===== src/rtl/ssp_pkg.sv =====
// Shared SSP definitions: word width, FIFO depth and derived types.
// The talker, the transmit FIFO and the receive FIFO all use them.
package ssp_pkg;

    localparam int SSP_WORD_W     = 8;
    localparam int SSP_FIFO_DEPTH = 4;
    localparam int SSP_PTR_W      = $clog2(SSP_FIFO_DEPTH);
    localparam int SSP_CNT_W      = SSP_PTR_W + 1;

    typedef logic [SSP_WORD_W-1:0] ssp_word_t;

endpackage


===== src/rtl/ssp_txfifo_if.sv =====
// Host push / talker pop bundle for the SSP transmit FIFO.
// The master side drives the requests, and the slave (the FIFO) drives the head word and the flags.
interface ssp_txfifo_if
    import ssp_pkg::*;
#(
    parameter int DEPTH = SSP_FIFO_DEPTH,
    parameter int WIDTH = SSP_WORD_W
);

    logic                     wr_en;
    logic [WIDTH-1:0]         wdata;
    logic                     rd_en;
    logic                     ovr_clr;
    logic [WIDTH-1:0]         txdata;
    logic                     empty;
    logic                     full;
    logic [$clog2(DEPTH):0]   count;
    logic                     txintr;
    logic                     overrun;

    modport master (
        output wr_en, wdata, rd_en, ovr_clr,
        input  txdata, empty, full, count, txintr, overrun
    );

    modport slave (
        input  wr_en, wdata, rd_en, ovr_clr,
        output txdata, empty, full, count, txintr, overrun
    );

endinterface


===== src/rtl/ssp_fifo_regs.sv =====
// FIFO storage: one synchronous write port and one asynchronous read port, cleared to zero.
// The transmit FIFO and the receive FIFO both use this module.
module ssp_fifo_regs
    import ssp_pkg::*;
#(
    parameter int DEPTH = SSP_FIFO_DEPTH,
    parameter int WIDTH = SSP_WORD_W
) (
    input  logic                     pclk,
    input  logic                     clear,
    input  logic                     we,
    input  logic [$clog2(DEPTH)-1:0] waddr,
    input  logic [WIDTH-1:0]         wdata,
    input  logic [$clog2(DEPTH)-1:0] raddr,
    output logic [WIDTH-1:0]         rdata
);

    logic [WIDTH-1:0] mem_r [DEPTH];

    // Storage array: cleared as a whole on clear, otherwise one slot is written per push.
    always_ff @(posedge pclk or posedge clear) begin
        if (clear) begin
            mem_r <= '{default: '0};
        end else if (we) begin
            mem_r[waddr] <= wdata;
        end
    end

    assign rdata = mem_r[raddr];

endmodule


===== src/rtl/ssp_txfifo.sv =====
// First-word-fall-through transmit FIFO that feeds the SSP talker.
// Occupancy is held in its own counter. The flags and the half-empty request are decoded from it.
module ssp_txfifo
    import ssp_pkg::*;
#(
    parameter int DEPTH = SSP_FIFO_DEPTH,
    parameter int WIDTH = SSP_WORD_W
) (
    input  logic          pclk,
    input  logic          clear,
    ssp_txfifo_if.slave   bus
);

    localparam int PTR_W = $clog2(DEPTH);
    localparam int CNT_W = PTR_W + 1;

    logic [PTR_W-1:0] wp_r;
    logic [PTR_W-1:0] rp_r;
    logic [CNT_W-1:0] count_r;
    logic             overrun_r;

    logic             empty_s;
    logic             full_s;
    logic             txintr_s;
    logic             push_s;
    logic             pop_s;
    logic             drop_s;
    logic [CNT_W-1:0] count_nxt_s;
    logic [WIDTH-1:0] head_s;

    // Flag decode and accept logic. When the FIFO is full, a push is still taken if a pop frees a slot on the same edge.
    always_comb begin
        empty_s     = (count_r == CNT_W'(0));
        full_s      = (count_r == CNT_W'(DEPTH));
        txintr_s    = (count_r <= CNT_W'(DEPTH / 2));
        push_s      = bus.wr_en & (~full_s | bus.rd_en);
        pop_s       = bus.rd_en & ~empty_s;
        drop_s      = bus.wr_en & full_s & ~bus.rd_en;
        count_nxt_s = count_r;
        if (push_s && !pop_s) begin
            count_nxt_s = count_r + CNT_W'(1);
        end else if (pop_s && !push_s) begin
            count_nxt_s = count_r - CNT_W'(1);
        end else begin
            count_nxt_s = count_r;
        end
    end

    // Pointers and occupancy. Because DEPTH is a power of two, the pointers wrap on their own.
    always_ff @(posedge pclk or posedge clear) begin
        if (clear) begin
            wp_r    <= '0;
            rp_r    <= '0;
            count_r <= '0;
        end else begin
            if (push_s) begin
                wp_r <= wp_r + PTR_W'(1);
            end
            if (pop_s) begin
                rp_r <= rp_r + PTR_W'(1);
            end
            count_r <= count_nxt_s;
        end
    end

    // Sticky overrun flag. A dropped push takes priority over a clear request in the same cycle.
    always_ff @(posedge pclk or posedge clear) begin
        if (clear) begin
            overrun_r <= 1'b0;
        end else if (drop_s) begin
            overrun_r <= 1'b1;
        end else if (bus.ovr_clr) begin
            overrun_r <= 1'b0;
        end
    end

    ssp_fifo_regs #(
        .DEPTH (DEPTH),
        .WIDTH (WIDTH)
    ) u_regs (
        .pclk  (pclk),
        .clear (clear),
        .we    (push_s),
        .waddr (wp_r),
        .wdata (bus.wdata),
        .raddr (rp_r),
        .rdata (head_s)
    );

    assign bus.txdata  = head_s;
    assign bus.empty   = empty_s;
    assign bus.full    = full_s;
    assign bus.count   = count_r;
    assign bus.txintr  = txintr_s;
    assign bus.overrun = overrun_r;

endmodule


===== src/flat_wrapper.sv =====
// flat-port wrapper written by rule: the top's interface ports become plain ports
module ssp_txfifo_flat import ssp_pkg::*;
#(
    parameter int DEPTH = SSP_FIFO_DEPTH,
    parameter int WIDTH = SSP_WORD_W
)
  (pclk, clear, bus_wr_en, bus_wdata, bus_rd_en, bus_ovr_clr, bus_txdata, bus_empty, bus_full, bus_count, bus_txintr, bus_overrun);
  ssp_txfifo_if #(.DEPTH(DEPTH), .WIDTH(WIDTH)) bus_i ();
  input  logic pclk;
  input  logic clear;
  input wire logic [$bits(bus_i.wr_en)-1:0] bus_wr_en;
  input wire logic [$bits(bus_i.wdata)-1:0] bus_wdata;
  input wire logic [$bits(bus_i.rd_en)-1:0] bus_rd_en;
  input wire logic [$bits(bus_i.ovr_clr)-1:0] bus_ovr_clr;
  output wire logic [$bits(bus_i.txdata)-1:0] bus_txdata;
  output wire logic [$bits(bus_i.empty)-1:0] bus_empty;
  output wire logic [$bits(bus_i.full)-1:0] bus_full;
  output wire logic [$bits(bus_i.count)-1:0] bus_count;
  output wire logic [$bits(bus_i.txintr)-1:0] bus_txintr;
  output wire logic [$bits(bus_i.overrun)-1:0] bus_overrun;
  assign bus_i.wr_en = bus_wr_en;
  assign bus_i.wdata = bus_wdata;
  assign bus_i.rd_en = bus_rd_en;
  assign bus_i.ovr_clr = bus_ovr_clr;
  assign bus_txdata = bus_i.txdata;
  assign bus_empty = bus_i.empty;
  assign bus_full = bus_i.full;
  assign bus_count = bus_i.count;
  assign bus_txintr = bus_i.txintr;
  assign bus_overrun = bus_i.overrun;
  ssp_txfifo #(.DEPTH(DEPTH), .WIDTH(WIDTH)) u_core (.pclk(pclk), .clear(clear), .bus(bus_i));
endmodule

===== config.mk =====
export PLATFORM = sky130hd
export DESIGN_NAME = ssp_txfifo_flat
export DESIGN_NICKNAME = d
export VERILOG_FILES = /design/src/rtl/ssp_pkg.sv /design/src/rtl/ssp_txfifo_if.sv /design/src/rtl/ssp_fifo_regs.sv /design/src/rtl/ssp_txfifo.sv /design/src/flat_wrapper.sv
export SDC_FILE = /design/constraint.sdc
export NUM_CORES = 1
export LEC_CHECK = 0
export ABC_AREA = 1
export CELL_PAD_IN_SITES_DETAIL_PLACEMENT = 0
export CELL_PAD_IN_SITES_GLOBAL_PLACEMENT = 1
export CORE_MARGIN = 4
export CORE_UTILIZATION = 39
export DETAILED_ROUTE_END_ITERATION = 6
export PLACE_DENSITY_LB_ADDON = 0.1
export SYNTH_ARGS = -nofsm -noshare
export SYNTH_HDL_FRONTEND = slang
export SYNTH_SLANG_ARGS = --single-unit

===== constraint.sdc =====
create_clock -name pclk -period 2.3 [get_ports pclk]
set_clock_uncertainty 0.2 [all_clocks]
set_input_delay 0.345 -clock pclk [delete_from_list [all_inputs] [get_ports pclk]]
set_output_delay 0.345 -clock pclk [all_outputs]
set_load 0.03 [all_outputs]

; ---- Word-level counts from Yosys, hierarchy flattened
; Cells that the tools add are included.
[word_totals]
reg_bits = 40
latch_bits = 0
mem_bits_rw = 0
rom_bits = 0
in_bits = 13
output_inout_bits = 15
mem_count = 0
[classes]
add_sub_neg = 4
mul = 0
n_div = 0
order_cmp = 4
eq_ne = 1
shifts = 0
mux = 10
n_bitwise = 10
n_reduce_logical = 8
[op_table]
columns = cell, count
row1 = 32-bit bitwise mux, 1
row2 = 8-bit two-way mux, 3
row3 = 8-bit binary-select mux with 2-bit select, 1
row4 = 8-bit demux with 2-bit select, 1
row5 = "3-bit greater-or-equal comparator, second input constant", 2
row6 = 3-bit two-way mux, 2
row7 = 2-bit inverter with 3-bit output, 2
row8 = "2-bit by 1-bit adder with 2-bit output, second input constant", 2
row9 = 1-bit AND, 4
row10 = 2-bit nonzero test, 2
row11 = "3-bit by 1-bit adder with 3-bit output, second input constant", 1
row12 = "3-bit == test, second input constant", 1
row13 = "3-bit by 2-bit less-or-equal comparator with 1-bit output, second input constant", 1
row14 = 1-bit logical AND, 3
row15 = 3-bit zero test, 1
row16 = "3-bit by 1-bit less-than comparator with 1-bit output, second input constant", 1
row17 = 1-bit inverter, 3
row18 = "3-bit by 1-bit subtractor with 3-bit output, second input constant", 1
row19 = 1-bit zero test, 2
row20 = 1-bit two-way mux, 2
row21 = 1-bit OR, 1

; ---- Depth between registers and ports, before layout
[logic_depth]
ltp_word = 8
mapped_depth = 12
depth_no_buf = 11

; ---- Cells and area by module
; From an unflattened synthesis, not the netlist that was laid out.
[hier_totals]
hier_cells = 296
hier_area_um2 = 2244.7
[modules_own_cells]
columns = mod, n_inst, cells_each, area_per_inst_um2
row1 = ssp_fifo_regs, 1, 236, 1789.2
row2 = ssp_txfifo, 1, 60, 455.4

; ---- Worst setup path after synthesis
; OpenSTA, ideal clock, no wires.
[synth_timing]
kind = flip-flop to flip-flop
from = register u_core.count_r[0] (netlist: u_core.bus.count[0])
to = register u_core.count_r[2] (netlist: u_core.bus.count[2])
setup_time_ns = 0.123
t_arrival_ns = 1.889
t_required_ns = 1.977
path_slack_ns = 0.088
stages_incl_launch_ff = 12
synth_period_minus_slack_ns = 2.212
cell_sequence = dfrtp_1 > nor2_2 > nand3_2 > buf_6 > nand2_2 > inv_1 > ha_1 > inv_1 > fa_1 > nand2_1 > nand3_1 > xor2_1
[synth_via]
elab_chain_len = 7
word_cells_on_any_way = 16
cone_classes = 2 x add/sub / 1 x eq/ne / 2 x mux / 5 x bitwise / 6 x reduce/logical
[synth_lines]
columns = element, line
row1 = start: declaration, ssp_txfifo.sv:19  ; logic [CNT_W-1:0] count_r;
row2 = start signal: assignment, ssp_txfifo.sv:62  ; count_r <= count_nxt_s;
row3 = 3-bit == test *, ssp_txfifo.sv:34  ; full_s = (count_r == CNT_W'(DEPTH));
row4 = 1-bit inverter *, ssp_txfifo.sv:36  ; push_s = bus.wr_en & (~full_s | bus.rd_en);
row5 = 1-bit OR *, ssp_txfifo.sv:36
row6 = 1-bit AND *, ssp_txfifo.sv:36
row7 = named net u_core.push_s, ssp_txfifo.sv:25  ; logic push_s;
row8 = 1-bit zero test, ssp_txfifo.sv:42  ; end else if (pop_s && !push_s) begin
row9 = 1-bit logical AND, ssp_txfifo.sv:42
row10 = 2-bit nonzero test (no source line), --
; The timed path passes the listed nets; every way through them passes the cells marked *. The select of a mux whose other input is x is not followed.
; A chain may end at the register's enable or synchronous reset.

; ---- Worst setup path in the final report
[layout_timing]
from = register u_core.rp_r[1]
to = output port bus_txdata[4]
[layout_via]
elab_chain_len = 4
[layout_lines]
columns = element, line
row1 = start: declaration, ssp_txfifo.sv:18  ; logic [PTR_W-1:0] rp_r;
row2 = start signal: assignment, ssp_txfifo.sv:60  ; rp_r <= rp_r + PTR_W'(1);
row3 = 2-bit inverter with 3-bit output (not written as such), ssp_fifo_regs.sv:29  ; assign rdata = mem_r[raddr];
row4 = 8-bit binary-select mux with 2-bit select, ssp_fifo_regs.sv:29
row5 = 8-bit two-way mux (not written as such) (2 in a row), ssp_fifo_regs.sv:29
row6 = end: declaration, flat_wrapper.sv:15  ; output wire logic [$bits(bus_i.txdata)-1:0] bus_txdata;
; No other way between the ends. The select of a mux whose other input is x is not followed.

==> results.md <==
- Crit end category: primary output
- Highest metal layer with signal wires: met4
- Slew Limit Fails: 0
- DR pass1 iterations: 4
- Die height: about 80 microns
- Critical Path Start Type: flip-flop
- Nets: roughly 300
- DIE WIDTH: ~80 microns
- Skew-Pair Late Insertion Delay: 0.29 ns
- Max transition margin: between 60 and 70%
- I/O pin count: 28
- CP Data Required Time: about 1.8 ns
- Design area: 2480 sq um
- Setup crit start: u_core.rp_r[1]
- Largest net degree at the start of global routing: between 40 and 50
- Met3 WL: roughly 160 microns
- Max Cap Viol: 0
- R2R cell count: 10
- RR Endpoint: u_core.bus.count[2]
- Hold Violations, Final: 0
- Post-CTS Setup Bufs: 0
- Share of synthesized flip-flops with an asynchronous set or reset: 100%
- GRT Total Usage: 18.8%
- Cell taking the most area after synthesis: dfrtp_1
- Syn_area_per_cell: 8.45 sq um
- Antenna Nets Post-Route: 0
- RSZ-0062 raised after global routing: false
- Peak Freq: 458 MHz
- Slew @ Worst Pin: 0.531 ns
- Distinct cells, synth: 22
- Flop2flop setup slack: roughly 0.21 ns
- Total grt overflow: 0
- M1 WL: approximately 2700 microns
- Synth area leaders: dfrtp_1 (49%), nand2_1 (14%), nand4_1 (9.8%), o21ai_0 (4.4%), ha_1 (3.1%)
- Slowest cell on crit path: dfrtp_1
- Synthesis-to-layout area growth: 21.4%
- Worst reg2reg path startpoint: u_core.bus.count[1]
- Core Rows: 26
- Predominant post-synthesis flop cell: dfrtp_1
- Seq/Total Area, Yosys: a little under 50%
- EDFF count, synth: 0
- WP depth: 4
- Port bufs: 27
- Crit-path max FO: 11
- Clk slew on worst S/H paths: around 0.08 ns
- Routed vias: roughly 1,800
- Drc violations: 0
- Synth Net Count: 261
- Leakage dissipation: 0.00126 uW
- Cell Chain, Critical Path: inv_1, o21ai_0, o22ai_1, buf_4
- Drt initial violations: around 110
- Synth Register Bits: 40
- Post-Syn Area: 2050 sq um
- RePlAce Congestion: slightly above 0.7
- # diodes: 0
- Starting Density: around two fifths
- Cts bufs inserted: 5
- Pwr per Cell Area: 1550 nW/um^2
- Top cell type's share of synthesized area: about half
- Peak supply drop: approximately 710 uV
- Worst Hold Class: reg -> reg
- WS Path Type: reg -> out
- CP max stage delay: between 0.5 and 0.6 ns
- Via-to-Cell Ratio: a little over 5
- Status: complete, no violations
- Cell family with most CP delay: flip-flops
- Core Region: 5110 sq um
- Routed len/inst: approximately 16 microns
- Critical Path AT: 1.64 ns
- Power Total: ~3800 uW
- Yosys warning count: 0
- DP Wirelength: 3440 microns
- TritonCTS Sinks: 40
- # hold bufs at CTS: 0
- Full die area: 6470 sq um
- DR WL met2: between 2000 and 3000 microns
- Final period util: roughly 95%
- Clock Path Buffers: 2
- DP Area: roughly 2400 sq um
- Crit path to: bus_txdata[4]
- Number of global-route vias before repair: about 1,800
- Initial antenna violation count: 0
- Endpoints failing setup: 0
- Share of cells above drive strength 1: between 10% and 20%
- Period minus WS final: 2.18 ns
- CTS root buf: clkbuf_8
- Post-Route WL: ~5400 microns
- H-tree Lvls: 2
- First-pass GRT wire length: 9200 microns
- Cells after synthesis: between 200 and 250
- Crit path buffers/inverters: 2
- CTS tree: yes
logic make-up after synthesis:
| logic type | count (synthesis) | synth area share, % |
|---|---|---|
| buffers and inverters | 29 | 7.58 |
| AOI/OAI and AO/OA | 27 | 7.09 |
| and+or+nand+nor | 136 | 30.6 |
| DFF | 40 | 48.9 |
| xor gates and xnor gates | 4 | 1.71 |
| adders and majority gates | 6 | 4.04 |
cell type report:
type	instances	area [sq um]
Timing Repair Buffer	40	349
Sequential cell	40	1000
Clock inverter	2	35.0
Multi-Input combinational cell	173	890
Inverter	13	48.8
Fill cell	525	2620
Tap cell	70	87.6
Clock buffer	6	72.6
worst reg2reg max path, stage by stage (launching register included):
cell and delay [ns]:
dfrtp_1 0.46, nor2_2 0.14, nand2_1 0.08, nand2_1 0.15, ha_1 0.19, inv_1 0.06
fa_1 0.38, inv_1 0.06, nand2_1 0.04, nand3_1 0.10, xor2_1 0.15
placed cells by master, fill, tap and decap left out:
| cell | n |
|---|---|
| nand2_1 | 77 |
| nand3_2 | 4 |
| clkdlybuf4s50_1 | 17 |
| a21oi_1 | 1 |
| dlygate4sd2_1 | 1 |
| nand4_1 | 32 |
| xor2_1 | 2 |
| o21ai_0 | 18 |
| dlymetal6s2s_1 | 1 |
| nand3_1 | 4 |
| o22ai_1 | 8 |
| bufinv_16 | 1 |
| inv_1 | 13 |
| dfrtp_1 | 40 |
| nand2_2 | 1 |
| buf_4 | 21 |
| nor2_1 | 16 |
| xnor2_1 | 2 |
| clkinv_2 | 1 |
| clkbuf_1 | 1 |
| ha_1 | 5 |
| nor3_1 | 1 |
| clkbuf_8 | 5 |
| nor2_2 | 1 |
| fa_1 | 1 |
routing by layer:
metal  track usage (%)  up-vias
li1                  -      877
met4              4.56        0
met1              25.8      852
met3              3.92        6
met5                 0        -
met2              30.3       22
state kept, by name, summed over array words and instances, names as in the netlist:
| register | count |
|---|---|
| u_core.rp_r | 2 |
| u_core.bus.count | 3 |
| u_core.u_regs.mem_r | 32 |
| u_core.bus.overrun | 1 |
| u_core.wp_r | 2 |
power by group:
group          switching (uW)  internal, uW
logic                    1260           759
clock network             249           322
registers                 229          1030
total                    1740          2110
worst min path at each step:
stage                                          to  slack, ns  cells past startpoint                    start
after floorplan           u_core.u_regs.mem_r[10]       0.24                      2  u_core.u_regs.mem_r[10]
after global placement    u_core.u_regs.mem_r[19]       0.25                      2  u_core.u_regs.mem_r[19]
after detailed placement  u_core.u_regs.mem_r[19]       0.25                      2  u_core.u_regs.mem_r[19]
after CTS                 u_core.u_regs.mem_r[19]       0.27                      2  u_core.u_regs.mem_r[19]
after global routing      u_core.u_regs.mem_r[10]       0.29                      2  u_core.u_regs.mem_r[10]
final                     u_core.u_regs.mem_r[16]       0.27                      2  u_core.u_regs.mem_r[16]
cell usage after synthesis, types with 2 or more instances:
master and count:
nor2_1 16, xor2_1 2, nand2_1 77, nand3_2 4, o22ai_1 8, xnor2_1 2
inv_1 13, buf_4 2, buf_2 6, clkbuf_1 3, nand4_1 32, dfrtp_1 40
nand3_1 4, o21ai_0 18, buf_6 4, ha_1 5
through the flow:
stage / setup TNS [ns] / worst slack [ns] / hold WS (ns) / cells / utilization (%)
floorplan: 0 / 0.0878 / 0.237 / 242 / -
global placement: 0 / 0.0249 / 0.249 / 336 / 46.5
detailed placement: -0.0413 / -0.0413 / 0.254 / 336 / 46.5
CTS: 0 / 0.0399 / 0.274 / 344 / 48.6
global route: 0 / 0.0108 / 0.293 / 344 / 48.6
finish: 0 / 0.116 / 0.272 / 344 / 48.6
what timing repair did:
action / 4_1_cts / 5_1_grt
endpoints found under the setup margin: 1 / 1
hold endpoints to repair: 0 / 0
resized for setup: 1 / 1
pin swaps: 0 / 0
Note: power is estimated with default switching activity, not from simulation.
